--- src/rtl/countdown_from15.sv ---
`default_nettype none
// ============================================================================
//  Module      : countdown_from15
//  Description : Loadable down-counter with a one-cycle terminal-count pulse.
//                A start request loads load_val; the counter then decrements
//                once per enabled cycle until it reaches zero, at which point
//                done pulses for exactly one cycle.  Intended as a
//                programmable delay / timeout generator.
//
//  Ports       : clk          - single clock, all state on rising edge
//                reset        - synchronous, active-low reset
//                start        - load request, samples load_val
//                load_val     - countdown start value (unsigned, WIDTH bits)
//                enable       - decrement enable while running (0 = pause)
//                auto_reload  - (AUTO_RELOAD_EN builds only) reload load_val
//                               at terminal count instead of stopping
//                count        - current counter value, registered
//                busy         - high while running, registered
//                done         - one-cycle terminal-count pulse, registered
//                zero         - combinational, count == 0
//
//  Build macro : AUTO_RELOAD_EN - adds the auto_reload input and the
//                periodic reload behaviour at terminal count.
//
//  Revision    : 1.0 - initial release
// ============================================================================
module countdown_from15 #(
   parameter int               WIDTH   = 4,
   parameter logic [WIDTH-1:0] MAX_VAL = {WIDTH{1'b1}}
) (
   input  logic             clk,
   input  logic             reset,
   input  logic             start,
   input  logic [WIDTH-1:0] load_val,
   input  logic             enable,
`ifdef AUTO_RELOAD_EN
   input  logic             auto_reload,
`endif
   output logic [WIDTH-1:0] count,
   output logic             busy,
   output logic             done,
   output logic             zero
);

   localparam logic [WIDTH-1:0] ONE = {{(WIDTH-1){1'b0}}, 1'b1};

   typedef enum logic [1:0] {
      ST_IDLE = 2'd0,
      ST_RUN  = 2'd1,
      ST_DONE = 2'd2
   } state_t;

   state_t           state;
   state_t           state_nxt;
   logic [WIDTH-1:0] count_nxt;
   logic             done_nxt;
   logic             reload_at_terminal;

   // Reloading at terminal count only makes sense with a non-zero reload
   // value; a zero value falls back to the normal stop-at-zero path.
`ifdef AUTO_RELOAD_EN
   assign reload_at_terminal = auto_reload && (load_val != '0);
`else
   assign reload_at_terminal = 1'b0;
`endif

   // ------------------------------------------------------------------------
   // Next-state / next-output logic
   // ------------------------------------------------------------------------
   always_comb begin
      state_nxt = state;
      count_nxt = count;
      done_nxt  = 1'b0;

      case (state)
         ST_IDLE: begin
            if (start) begin
               if (load_val != '0) begin
                  count_nxt = load_val;
                  state_nxt = ST_RUN;
               end else begin
                  // A zero load completes immediately with a done pulse.
                  count_nxt = '0;
                  state_nxt = ST_DONE;
                  done_nxt  = 1'b1;
               end
            end
         end

         ST_RUN: begin
            // A restart request wins over a decrement in the same cycle.
            if (start) begin
               if (load_val != '0) begin
                  count_nxt = load_val;
                  state_nxt = ST_RUN;
               end else begin
                  count_nxt = '0;
                  state_nxt = ST_DONE;
                  done_nxt  = 1'b1;
               end
            end else if (enable) begin
               if (count > ONE) begin
                  count_nxt = count - ONE;
               end else if (reload_at_terminal) begin
                  count_nxt = load_val;
                  state_nxt = ST_RUN;
                  done_nxt  = 1'b1;
               end else begin
                  // Terminal edge: count is 1 here, never 0, so the
                  // counter cannot wrap.
                  count_nxt = '0;
                  state_nxt = ST_DONE;
                  done_nxt  = 1'b1;
               end
            end
         end

         ST_DONE: begin
            // Single-cycle state; start is deliberately ignored here.
            count_nxt = '0;
            state_nxt = ST_IDLE;
         end

         default: begin
            state_nxt = ST_IDLE;
            count_nxt = MAX_VAL;
         end
      endcase
   end

   // ------------------------------------------------------------------------
   // State and output registers
   // ------------------------------------------------------------------------
   always_ff @(posedge clk) begin
      if (!reset) begin
         state <= ST_IDLE;
         count <= MAX_VAL;
         busy  <= 1'b0;
         done  <= 1'b0;
      end else begin
         state <= state_nxt;
         count <= count_nxt;
         busy  <= (state_nxt == ST_RUN);
         done  <= done_nxt;
      end
   end

   assign zero = (count == '0);

endmodule
`default_nettype wire

--- config.mk ---
export PLATFORM = sky130hd
export DESIGN_NAME = countdown_from15
export DESIGN_NICKNAME = d
export VERILOG_FILES = /design/src/rtl/countdown_from15.sv
export SDC_FILE = /design/constraint.sdc
export NUM_CORES = 1
export LEC_CHECK = 0
export BUFFER_PORTS_ARGS = -buffer_cell sky130_fd_sc_hd__buf_2
export CAP_MARGIN = 10
export CORE_MARGIN = 5
export CORE_UTILIZATION = 30
export CTS_CLUSTER_DIAMETER = 60
export CTS_CLUSTER_SIZE = 20
export DETAILED_ROUTE_END_ITERATION = 8
export PLACE_DENSITY = 0.55
export SETUP_SLACK_MARGIN = 0.15
export SLEW_MARGIN = 40
export SYNTH_ARGS = -nofsm -noshare
export SYNTH_HDL_FRONTEND = slang
export SYNTH_SLANG_ARGS = --single-unit
--- constraint.sdc ---
create_clock -name clk -period 4.3 [get_ports clk]
set_clock_uncertainty 0.2 [all_clocks]
set_input_delay 0.645 -clock clk [delete_from_list [all_inputs] [get_ports clk]]
set_output_delay 0.645 -clock clk [all_outputs]
set_load 0.1 [all_outputs]
### Word level (Yosys, flattened, before mapping)

Cells that the tools add are included.

* reduce and logical (&&, ||, !) cells: 4
* equality and inequality tests: 5
* add/sub/neg operators: 1
* magnitude comparators: 1
* mux-type cells: 18

Operators by type and width (count)
* 2-to-1 mux 4 bit: 5
* one-hot mux 4 bit (3 select lines): 1
* 2-to-1 mux 2 bit: 5
* 2-to-1 mux 1 bit: 5
* == test 2 x 1 -> 1 bit, second input constant: 2
* greater-than comparator 4 x 1 -> 1 bit, second input constant: 1
* zero test 4 bit: 1
* one-hot mux 2 bit (2 select lines): 1
* nonzero test 4 bit: 1
* subtractor 4 x 1 -> 4 bit, second input constant: 1
* inequality test 3 bit, second input constant: 1
* == test 2 bit, second input constant: 1
* zero test 2 bit: 1
* inequality test 2 bit, second input constant: 1
* one-hot mux 1 bit (2 select lines): 1
* AND reduction 2 bit: 1

* register bits: 8
* output and inout port bits: 7
* bits of input ports: 8
* word-level logic and storage cells: 33

### Logic depth before layout (Yosys ltp)

* word-level depth: 6
* gate-level depth with buffers: 6
* gate-level depth less buffers: 6

### Worst setup path before layout

Ideal clock, no wire load.

* path type: register -> output
* start: register count[1]
* end: output port zero
* buffers on the path: 0
* data arrival time: 3214 ps
* required time: 3455 ps
* stages on the path, launching flop included: 4
* setup slack: 241 ps
* path through: dfxtp_1 > inv_1 > ha_1 > nor3b_1

* longest elaborated chain between the ends: 1

Ends and longest elaborated chain
* from (decl): RTL line 39 `output logic [WIDTH-1:0] count,`
* from (signal assigned): RTL line 142 `count <= count_nxt;`
* zero test 4 bit: RTL line 148 `assign zero = (count == '0);`
* to (decl): RTL line 42 `output logic zero`

No other way between the ends.

### Worst setup path after layout

* start: register count[0]
* end: output port zero

The elaborated chain is that of the path after synthesis.

==> results.cfg <==
[final_layout]
layout-drive-gt1-share_pct = 29.0
final_cell_area_um2 = 583
antenna_cells = 0
finish.utilization_pct = 38.3
final_nets = 82
area_growth_pct = 19.2
fin_cells = 85

[clock_network]
cts_resized = 0
postCtsHoldBufs = 0
h-tree-depth = 1
cts_buffers = 3
clk_latency_ns = 0.26
cts_root_buf = clkbuf_4
ctsLongestPathBuffers = 2
clock_sinks = 8
cts_tree = done
post_cts_buffers = 0
clkTransAtPathRegs_ns = 0.05

[sta]
relSlewSlack_pct = 60.2
fin_crit_ns = 2.31
worst_pin_slew_ns = 0.593
rsz0062_at_grt = no
hold_viol = 0
setup_viol = 0
fmax_ghz = 0.433
timing.final.ws_setup_ns = 1.99
setup_tns_ns = 0
hold_ws_ns = 0.340
timing.final.crit_share_pct = 53.7
drv_slew = 0

[synth]
synthCells = 54
synth_fp_nets = 65
synth_area_leaders = dfxtp_1, ha_1, nor3b_1
synth_largest_area_cell = dfxtp_1
yosys.area_share.simple_pct = 25.3
synthAdderAreaFrac_pct = 7.67
yosysSeqAreaShare_pct = 32.7
synth_edf_count = 0
synth_compound_area_share_pct = 28.1
synth.avg_cell_area_um2 = 9.06
ys_types = 28
netlist.area_leader.share_pct = 32.7
syn_area_um2 = 489
synth-seq-cells = 8
synth-xor-area-share_pct = 0
yosysWarnings = 0
synth_top_family_by_area = compound AO/OA/AOI/OAI gates
ys_async_sr_fraction_pct = 0
synthMuxAreaShare_pct = 0
synthFlopType = dfxtp_1
synth_top_cells_by_count = dfxtp_1, nand2_1, a21oi_1
synth.most_common_cell = dfxtp_1

[placement]
gp_congestion = 0.771
numPortBuffers = 14
post-dp-hpwl_um = 953
dp_worst_setup_slack_ns = 2.26
dpl.cell_count = 82
place_area_um2 = 561

[floorplan]
ios = 15
start_util_pct = 32.1
core_um2 = 1520
dieArea_um2 = 2540
rows = 14
die_width_um = 50.4
die_h_um = 50.4

[global_routing]
grt_pass1_vias = 452
antenna_found_initial = 0
grt-ovfl-total = 0
grt_max_degree = 12
grt_pass1_wl_um = 2030
track_usage_pct = 10.5

[power]
peakVddDrop_mv = 0.180
p_per_area_nw_per_um2 = 373
leakage_nw = 0.260
finalPower_mw = 0.218

[run_status]
status = finished, final reports clean

[detailed_routing]
wl_per_cell_um = 14.4
dr.first_iter.drc_count = 18
drt-pass1-iter-count = 4
vias = 486
via_per_inst = 5.72
routed_wl_um = 1220
ant_nets = 0
drc_errors = 0

[worst_setup_path]
start_kind = flop
crit_path_end_kind = output pin
critical_path_class = reg -> out
required_ns = 3.45
crit_path_start = count[0]
reg2reg_from = count[0]
critPathArrivalTime_ns = 1.46
critPathMaxFanout = 6

[min_path]
hold_class = reg -> reg
min-delay-start = count[1]

[job]
drv_cap = 0
==> state kept, by name, summed over array words and instances, names as in the netlist <==
signal,flops
busy,1
count,4
done,1
state,2
==> power breakdown <==
group | switching, mW | internal, mW
Clock | 0.0255 | 0.0319
Sequential | 0.00831 | 0.0803
Combinational | 0.0539 | 0.0176
==> critical path, stage by stage (launching register included) <==
cell and delay, ns:
dfxtp_1 0.37, inv_1 0.10, ha_1 0.14, nor3b_1 0.15
buf_2 0.45
==> placed cells by master (no fill, tap or decap) <==
cell       instances
or3_1              1
nand3b_1           1
o31ai_1            1
nor3_1             1
a221oi_1           2
clkbuf_4           3
dfxtp_1            8
o31a_1             1
a31oi_1            1
nor2b_1            1
a211oi_1           1
nand2b_4           1
nand2_1            6
a2111oi_1          1
buf_2             14
o21ai_1            1
nor3b_1            4
and3_1             1
nor4_1             1
ha_1               3
a21o_2             1
and4bb_1           1
o311ai_1           2
inv_1              3
a21oi_1            5
o41ai_2            1
nor2_1             2
o21a_1             1
==> cell type report <==
class,instances,area (um^2)
fillers,159,941
well taps,16,20.0
inverters,3,11.3
clock buffers,3,22.5
flip-flops and latches,8,160
multi-input cells,41,299
repair buffers,14,70.1
==> routing by layer <==
layer | global-route usage (%) | routed length [um]
met3 | 6.80 | 151
met2 | 14.9 | 504
met4 | 3.83 | 8
met1 | 12.9 | 555
met5 | 0 | 0
==> cells by family after synthesis <==
logic type      after synthesis
flops                         8
fa+ha+maj                     3
simple gates                 20
compound gates               18
buf+inv                       5
==> final timing paths <==
check / end / slack (ns) / cells after the start
setup / recovery: zero / 1.99 / 4
hold reg to reg: count[1] / 0.34 / 2
hold / removal: count[1] / 0.34 / 2
setup reg to reg: done / 2.44 / 6
No activity file was read; power rests on OpenSTA's default activity.
